## config.mk

```make
export PLATFORM = sky130hd
export DESIGN_NAME = cpu_sequencer
export DESIGN_NICKNAME = d
export VERILOG_FILES = /design/src/rtl/cpu_sequencer_pkg.sv /design/src/rtl/cpu_sequencer_timeout_counter.sv /design/src/rtl/cpu_sequencer.sv
export SDC_FILE = /design/constraint.sdc
export NUM_CORES = 1
export LEC_CHECK = 0
export ABC_AREA = 1
export CAP_MARGIN = 5
export CORE_MARGIN = 2
export CORE_UTILIZATION = 45
export CTS_BUF_LIST = sky130_fd_sc_hd__clkbuf_16
export CTS_CLUSTER_SIZE = 24
export DETAILED_ROUTE_END_ITERATION = 10
export PLACE_DENSITY = 0.72
export SLEW_MARGIN = 20
export SYNTH_ARGS = -nofsm -noshare
export SYNTH_HDL_FRONTEND = slang
export SYNTH_SLANG_ARGS = --single-unit
export TNS_END_PERCENT = 20
```

## constraint.sdc

```tcl
create_clock -name clk -period 1.3 [get_ports clk]
set_input_delay 0.13 -clock clk [delete_from_list [all_inputs] [get_ports clk]]
set_output_delay 0.13 -clock clk [all_outputs]
set_load 0.01 [all_outputs]
```

## src/rtl/cpu_sequencer_pkg.sv

```systemverilog
// Shared definitions for the multi-cycle CPU sequencer: state encodings and
// the default memory-wait limit used by any memory master in the core.
package cpu_sequencer_pkg;

   typedef enum logic [2:0] {
      ST_FETCH  = 3'd0,
      ST_DECODE = 3'd1,
      ST_EXEC   = 3'd2,
      ST_MEM    = 3'd3,
      ST_WB     = 3'd4,
      ST_HALT   = 3'd5,
      ST_ERROR  = 3'd6
   } seq_state_e;

   localparam int unsigned DEFAULT_MEM_TIMEOUT = 255;
   localparam int unsigned TIMEOUT_W           = 16;

   function automatic logic isMemWait(input seq_state_e s);
      return (s == ST_FETCH) || (s == ST_MEM);
   endfunction

endpackage

```

## src/rtl/cpu_sequencer_timeout_counter.sv

```systemverilog
// Wait-cycle counter shared by the instruction and data memory handshakes;
// expired_o flags the LIMIT-th consecutive cycle without an ack.
module seq_timeout_counter
   import cpu_sequencer_pkg::*;
#(
   parameter int unsigned LIMIT = DEFAULT_MEM_TIMEOUT,
   parameter int unsigned W     = TIMEOUT_W
) (
   input  logic clk,
   input  logic rst,
   input  logic clear_i,
   input  logic inc_i,
   output logic expired_o
);

   localparam logic [W-1:0] LAST = W'(LIMIT - 1);

   logic [W-1:0] count_q;
   logic [W-1:0] count_d;

   always_comb begin
      count_d = count_q;
      if (clear_i) begin
         count_d = '0;
      end else if (inc_i) begin
         count_d = count_q + 1'b1;
      end
   end

   always_ff @(posedge clk or posedge rst) begin
      if (rst) begin
         count_q <= '0;
      end else begin
         count_q <= count_d;
      end
   end

   // count_q holds the waits already seen, so this cycle is the LIMIT-th one
   assign expired_o = inc_i && !clear_i && (count_q == LAST);

endmodule

```

## src/rtl/cpu_sequencer.sv

```systemverilog
// Multi-cycle control FSM stepping the 16-bit datapath through
// fetch/decode/execute/memory/writeback with req/ack memory handshakes.
module cpu_sequencer
   import cpu_sequencer_pkg::*;
#(
   parameter int unsigned MEM_TIMEOUT = DEFAULT_MEM_TIMEOUT,
   parameter int unsigned CNT_W       = 16
) (
   input  logic             clk,
   input  logic             rst,
   input  logic             imem_ack,
   input  logic             dmem_ack,
   input  logic             ctl_regwrite,
   input  logic             ctl_memread,
   input  logic             ctl_memwrite,
   input  logic             ctl_hlt,
   output logic             imem_req,
   output logic             ir_load,
   output logic             dmem_req,
   output logic             dmem_we,
   output logic             reg_we,
   output logic             pc_en,
   output logic             halted,
   output logic             error,
   output logic [2:0]       state,
   output logic [CNT_W-1:0] retired
);

   seq_state_e       state_q;
   seq_state_e       state_d;
   logic [CNT_W-1:0] retired_q;
   logic [CNT_W-1:0] retired_d;
   logic             inWait;
   logic             waitAck;
   logic             expired;

   // Only the ack belonging to the current wait state counts
   assign inWait  = isMemWait(state_q);
   assign waitAck = ((state_q == ST_FETCH) && imem_ack) ||
                    ((state_q == ST_MEM)   && dmem_ack);

   seq_timeout_counter #(
      .LIMIT (MEM_TIMEOUT),
      .W     (TIMEOUT_W)
   ) u_timeout (
      .clk       (clk),
      .rst       (rst),
      .clear_i   (!inWait || waitAck),
      .inc_i     (inWait && !waitAck),
      .expired_o (expired)
   );

   always_ff @(posedge clk or posedge rst) begin
      if (rst) begin
         state_q   <= ST_FETCH;
         retired_q <= '0;
      end else begin
         state_q   <= state_d;
         retired_q <= retired_d;
      end
   end

   always_comb begin
      state_d = state_q;
      case (state_q)
         ST_FETCH: begin
            if (imem_ack) begin
               state_d = ST_DECODE;
            end else if (expired) begin
               state_d = ST_ERROR;
            end
         end
         ST_DECODE: state_d = ctl_hlt ? ST_HALT : ST_EXEC;
         ST_EXEC:   state_d = (ctl_memread || ctl_memwrite) ? ST_MEM : ST_WB;
         ST_MEM: begin
            if (dmem_ack) begin
               state_d = ST_WB;
            end else if (expired) begin
               state_d = ST_ERROR;
            end
         end
         ST_WB:     state_d = ST_FETCH;
         ST_HALT:   state_d = ST_HALT;
         ST_ERROR:  state_d = ST_ERROR;
         default:   state_d = ST_FETCH;
      endcase
   end

   always_comb begin
      retired_d = retired_q;
      if (state_q == ST_WB) begin
         retired_d = retired_q + 1'b1;
      end
   end

   // Requests are masked by rst so a reset drops them without waiting for a clock
   always_comb begin
      imem_req = 1'b0;
      ir_load  = 1'b0;
      dmem_req = 1'b0;
      dmem_we  = 1'b0;
      reg_we   = 1'b0;
      pc_en    = 1'b0;
      halted   = 1'b0;
      error    = 1'b0;
      if (!rst) begin
         case (state_q)
            ST_FETCH: begin
               imem_req = 1'b1;
               ir_load  = imem_ack;
            end
            ST_MEM: begin
               dmem_req = 1'b1;
               dmem_we  = ctl_memwrite;
            end
            ST_WB: begin
               pc_en  = 1'b1;
               reg_we = ctl_regwrite && !ctl_memwrite;
            end
            ST_HALT:  halted = 1'b1;
            ST_ERROR: error  = 1'b1;
            default: begin
            end
         endcase
      end
   end

   assign state   = state_q;
   assign retired = retired_q;

endmodule
```

==> results of run 1 <==
[state kept, by name, summed over array words and instances, names as in the netlist]
register,cells
u_timeout.count_q,16
state,3
retired,16
[power by group]
part	leakage, nW	internal [mW]	switching, mW	total, mW
registers	0.471	1.23	0.161	1.39
clock network	0.0671	0.688	0.437	1.12
logic	0.974	0.961	0.949	1.91
total	1.51	2.88	1.55	4.43
[what timing repair did]
action	in CTS	in global routing
endpoints found under the hold margin	0	0
pin swaps	7	6
buffers inserted	7	2
resized for setup	79	13
endpoints found under the setup margin	58	43
[synthesized netlist by cell type (all sizes together)]
| cell type | count |
|---|---|
| nand2 | 76 |
| nor2 | 57 |
| dfrtp | 35 |
| inv | 33 |
| nand3 | 22 |
| nor3 | 11 |
| nand4 | 10 |
| xor2 | 7 |
| nand3b | 5 |
| o21ai | 5 |
| a21oi | 4 |
| xnor2 | 4 |
| buf | 3 |
| ha | 3 |
| and2 | 1 |
| clkbuf | 1 |
| mux2 | 1 |
| nor3b | 1 |
| nor4 | 1 |
| o21bai | 1 |
[per-layer routing]
| metal | GRT usage (%) | up-vias | wire length (µm) |
|---|---|---|---|
| met1 | 27.9 | 958 | 2270 |
| li1 | - | 1043 | - |
| met5 | 0 | - | 0 |
| met2 | 38.6 | 64 | 2720 |
| met4 | 8.81 | 0 | 139 |
| met3 | 5.20 | 17 | 263 |
[per-stage QoR]
step           power, mW  TNS (ns)  instances
2_1_floorplan       2.16    -0.251        281
3_3_place_gp        3.00     -4.32        395
3_5_place_dp        3.02     -4.65        395
4_1_cts             4.33     -2.78        409
5_1_grt             4.70     -6.91        410
6_report            4.43     -3.77        410
[cells by family (layout without fill, tap and decap cells)]
| group | Yosys count | count (layout) | synth area share, % |
|---|---|---|---|
| AO/OA/AOI/OAI | 10 | 10 | 2.54 |
| XOR/XNOR | 11 | 11 | 4.66 |
| adder cells (fa/ha/maj) | 3 | 3 | 1.81 |
| buffers and inverters | 37 | 114 | 7.50 |
| flip-flops | 35 | 35 | 42.3 |
| multiplexers | 1 | 1 | 0.544 |
| AND/OR/NAND/NOR | 184 | 184 | 40.6 |
[cell usage in the layout, fill, tap and decap left out, drive strengths merged]
cell / netlist / routed
dlygate4sd2: 0 / 17
o21ai: 5 / 5
xor2: 7 / 7
nand4: 10 / 10
mux2: 1 / 1
xnor2: 4 / 4
and2: 1 / 1
ha: 3 / 3
clkbuf: 1 / 5
nor4: 1 / 1
clkdlybuf4s50: 0 / 7
inv: 33 / 33
nor3b: 1 / 1
clkinv: 0 / 2
nor3: 11 / 11
nand3: 22 / 22
dfrtp: 35 / 35
nand3b: 5 / 5
o21bai: 1 / 1
clkdlybuf4s15: 0 / 1
nand2: 76 / 76
a21oi: 4 / 4
nor2: 57 / 57
buf: 3 / 49
[cell type report]
cell class / instances / area, µm² / area share [%]
clock buffer: 5 / 125 / 4.20
timing repair buffer: 74 / 621 / 20.8
inverter: 33 / 129 / 4.32
tap: 52 / 65.1 / 2.18
sequential: 35 / 881 / 29.6
multi-input combinational: 209 / 1150 / 38.6
clock inverter: 2 / 8.76 / 0.294
[worst max-delay path, cell delays in order, from the launching register on]
cell and delay (ns):
dfrtp_1 0.41, buf_6 0.14, nor2_4 0.09, nand2_2 0.08, nor2_4 0.11, nand2_1 0.06
nor2_1 0.07, buf_2 0.13
[how the worst max path moves through the flow]
| stage | start | to | slack [ns] | cells past startpoint |
|---|---|---|---|---|
| 2_1_floorplan | state[1] | reg_we | -0.05 | 6 |
| 3_3_place_gp | rst | reg_we | -0.37 | 5 |
| 3_5_place_dp | rst | reg_we | -0.38 | 5 |
| 4_1_cts | state[1] | reg_we | -0.20 | 7 |
| 5_1_grt | state[1] | ir_load | -0.28 | 6 |
| 6_report | state[1] | reg_we | -0.20 | 7 |
==> out/qor.txt, run 1 <==
Seq/Total Area, Yosys - 42.3%
First-pass GRT wire length - 9130 µm
Hold buffers post-CTS - 0
Yosys warnings - 0
RR Startpoint - state[1]
Chip width - 71.8 µm
Port bufs - 34
Most area-consuming cells after synthesis - dfrtp_1 42%, nand2_1 13%, nor2_1 10%, inv_1 5.8%, nand3_1 5.3%
Yosys reg bits - 35
Clock skew - 0.00528 ns
ANT cells - 0
Initial DRC count - 114
DIE HEIGHT - 71.8 µm
Antenna Violating Nets Remaining - 0
Post-Place Setup Slack - -0.384 ns
Vias/cell - 5.08
Total power density per cell area - 1490 nW/µm²
Clk Latency, worst-skew pair - 0.28 ns
Max-Cap Viols - 0
Crit path time final - 1.50 ns
Clock-pin slew on the worst setup and hold paths - 0.05 ns
CTS tree - done
Result of the run - finished, violations left
# setup viols final - 39
Largest area contributor in the netlist - dfrtp_1
Slew Limit Fails - 0
RSZ-0062 raised after global routing - true
Max H-tree Level - 2
Period utilization - 115%
Num CTS Buffers - 5
Root Driver - clkbuf_16
DP Area - 2720 µm²
WHS - 0.465 ns
Post-route cell area - 2980 µm²
Post-layout util - 68.0%
Setup CP Type - reg -> out
TritonCTS Sinks - 35
Avg WL per Cell - 13.2 µm
GRT overflow - 0
Clk buf depth - 2
Fmax - 668 MHz
Cells after synthesis - 281
Initial antenna violation count - 0
Core area - 4380 µm²
Reg-to-reg setup timing slack - -0.17 ns
Vias in the first global route - 2011
Final hold vios - 0
Final WL - 5400 µm
Critical path endpoint category - output port
Starting Density - 47.2%
Drt pass-1 iters - 4
Type of origin of the critical path - flop
Die footprint - 5160 µm²
I/O pin count - 35
Hold WC Path Type - in -> async
Remaining DRCs - 0
Nets - 369
Hpwl dp - 3590 µm
Pin slew with the least headroom to its limit - 0.338 ns
Normalized max-slew margin - 77.3%
LEAKAGE - 1.51 nW
All-Layer GR Usage - 22.7%
Number of cell rows - 24
Via Count - 2082
Mapped Avg Cell Area - 7.36 µm²
Fillers - 342
Unique cell type count in the Yosys netlist - 27
Cell Area, Synth - 2070 µm²
Worst VDD drop - 0.906 mV
Syn_nets - 292
Reg2Reg Depth - 8
Pin count of the biggest net entering global routing - 36
Max Fanout on Critical Path - 3
CP required - 1.17 ns
Violated checks - setup timing
Area Overhead vs Synth - 44.0%
Crit path DAT - 1.37 ns
Gpl congestion - 0.844
Layout cells sized above 1 - 24.6%
PnR worst setup slack - -0.197 ns
RR Endpoint - retired[15]
Post-synth top area share - 42.3%
Note: power is estimated with default switching activity, not from simulation.
==> run 2: changes to the inputs <==
Settings changed: ABC_CLOCK_PERIOD_IN_PS set to 1300, PLACE_DENSITY 0.72 to 0.82, SLEW_MARGIN 20 to unset.
==> run 2 against run 1 <==
Effect of this change:
- the flow still finishes with violations (setup timing)
- cell count fell by 0.24%
- critical path depth did not move
- combinational power rose by 7%
- utilization grew 0.20 points
- non-clock buffer count decreased by 1
- setup slack got worse by 0.045 ns
- power grew 2.8%
- maximum frequency fell by 2.9%
- count of clock-buffer cells in the layout did not move
- clock power about the same
- sequential cell count unchanged
- die area unchanged
- critical endpoint unchanged
- largest cell class unchanged
==> out/qor.txt, run 2 (synthesis gave the netlist of run 1 again) <==
Layout cells sized above 1 - 25.8%
Via Count - 2157
WHS - 0.498 ns
Antenna Violating Nets Remaining - 0
Remaining DRCs - 0
Placed Cells - 391
Pin slew with the least headroom to its limit - 0.345 ns
Starting Density - 47.2%
Slew Limit Fails - 0
CTS tree - done
Gpl congestion - 0.896
RR Endpoint - retired[6]
Internal power - 2.92 mW
Period utilization - 119%
Die footprint - 5160 µm²
Worst VDD drop - 0.927 mV
Crit path time final - 1.54 ns
Max-Cap Viols - 0
Pwr Total - 4.55 mW
Initial DRC count - 181
Register share of total power - 30.5%
Vias/cell - 5.27
# setup viols final - 40
Logic gate share of total power - 44.9%
Nets - 368
Clk buf depth - 2
Crit path DAT - 1.41 ns
ANT cells - 0
Max H-tree Level - 2
Most common cell after layout, fill and taps aside - nand2_1
Drt pass-1 iters - 4
Violated checks - setup timing
Post-route insts no fill - 409
RSZ-0062 raised after global routing - true
First-pass GRT wire length - 9540 µm
DIE HEIGHT - 71.8 µm
Hold WC Path Type - in -> async
Reg2Reg Depth - 7
Switching Power - 1.63 mW
Final hold vios - 0
Most frequent cells in the layout - 71 x nand2_1, 48 x nor2_1, 31 x buf_4, 30 x dfrtp_1, 28 x inv_1
Number of cell rows - 24
All-Layer GR Usage - 23.7%
RR Startpoint - state[0]
Clk Latency, worst-skew pair - 0.28 ns
Clock-pin slew on the worst setup and hold paths - 0.06 ns
Port bufs - 34
Max Fanout on Critical Path - 3
PnR worst setup slack - -0.241 ns
Num CTS Buffers - 5
Avg WL per Cell - 14.5 µm
Hpwl dp - 3860 µm
Pin count of the biggest net entering global routing - 36
TritonCTS Sinks - 35
Total power density per cell area - 1520 nW/µm²
Result of the run - finished, violations left
Initial antenna violation count - 0
Chip width - 71.8 µm
Fillers - 329
Sw frac - 35.8%
LEAKAGE - 1.53 nW
Area Overhead vs Synth - 44.4%
Normalized max-slew margin - 76.8%
Root Driver - clkbuf_16
Reg-to-reg setup timing slack - -0.24 ns
Core area - 4380 µm²
Final WL - 5940 µm
Fmax - 649 MHz
Vias in the first global route - 2130
I/O pin count - 35
Clock skew - 0.00529 ns
Clock power share - 24.5%
Setup CP Type - reg -> out
Critical path endpoint category - output port
Type of origin of the critical path - flop
CP required - 1.17 ns
GRT overflow - 0
==> run 2: changes by cell type in the layout (fill, tap and decap cells not counted), sizes merged <==
cell | before | now
dlymetal6s2s | 0 | 2
dlygate4sd2 | 17 | 14
==> run 2: repair_timing <==
| action | CTS | global route |
|---|---|---|
| setup buffers | 9 | 2 |
| hold buffers | 0 | 0 |
| pin swaps | 9 | 5 |
| gates resized for setup | 80 | 17 |
| endpoints found under the setup margin | 58 | 43 |
==> run 2: power by group through the flow <==
stage	registers, mW	logic (mW)	clock network (mW)
after CTS	1.38	1.88	1.13
after floorplan	1.44	0.713	0
final	1.39	2.05	1.12
after global placement	1.42	1.56	0
after global routing	1.41	2.19	1.18
after detailed placement	1.44	1.59	0
==> run 2: how the worst max path moves through the flow <==
| stage | startpoint | to | slack, ns |
|---|---|---|---|
| 2_1_floorplan | state[1] | reg_we | -0.05 |
| 3_3_place_gp | rst | reg_we | -0.28 |
| 3_5_place_dp | state[1] | halted | -0.29 |
| 4_1_cts | state[0] | retired[15] | -0.20 |
| 5_1_grt | state[0] | reg_we | -0.30 |
| 6_report | state[0] | reg_we | -0.24 |
==> run 2: area by class of cell <==
class / instances / area (µm²) / share of cell area [%]
timing repair buffer: 73 / 624 / 20.9
multi-input combinational: 209 / 1160 / 38.7
tap: 52 / 65.1 / 2.18
clock inverter: 2 / 8.76 / 0.293
clock buffer: 5 / 125 / 4.19
sequential: 35 / 882 / 29.5
inverter: 33 / 126 / 4.23
==> run 2: per-stage QoR <==
| stage | TNS (ns) | setup slack [ns] | instance area (µm²) | utilization [%] |
|---|---|---|---|---|
| after CTS | -3.39 | -0.199 | 2910 | 66.3 |
| after global routing | -6.89 | -0.303 | 2990 | 68.2 |
| after detailed placement | -4.87 | -0.286 | 2690 | 61.4 |
| after floorplan | -0.251 | -0.0499 | 2080 | - |
| after global placement | -3.72 | -0.281 | 2690 | 61.4 |
| final | -5.01 | -0.241 | 2990 | 68.2 |
==> run 2: critical path, cell delays in order, from the launching register on <==
cell and delay, ns:
dfrtp_2 0.43, buf_6 0.13, nor2_4 0.13, nand2_2 0.08
nor2_2 0.10, nand2_1 0.06, nor2_1 0.07, buf_2 0.13
==> run 2: routing by layer <==
| metal | global-route usage, % | up-vias | part of all wire, % |
|---|---|---|---|
| met4 | 6.29 | 0 | 1.9 |
| met3 | 6.47 | 12 | 4.1 |
| met5 | 0 | - | 0 |
| met2 | 42.0 | 61 | 52 |
| met1 | 28.2 | 1040 | 42 |
| li1 | - | 1044 | - |
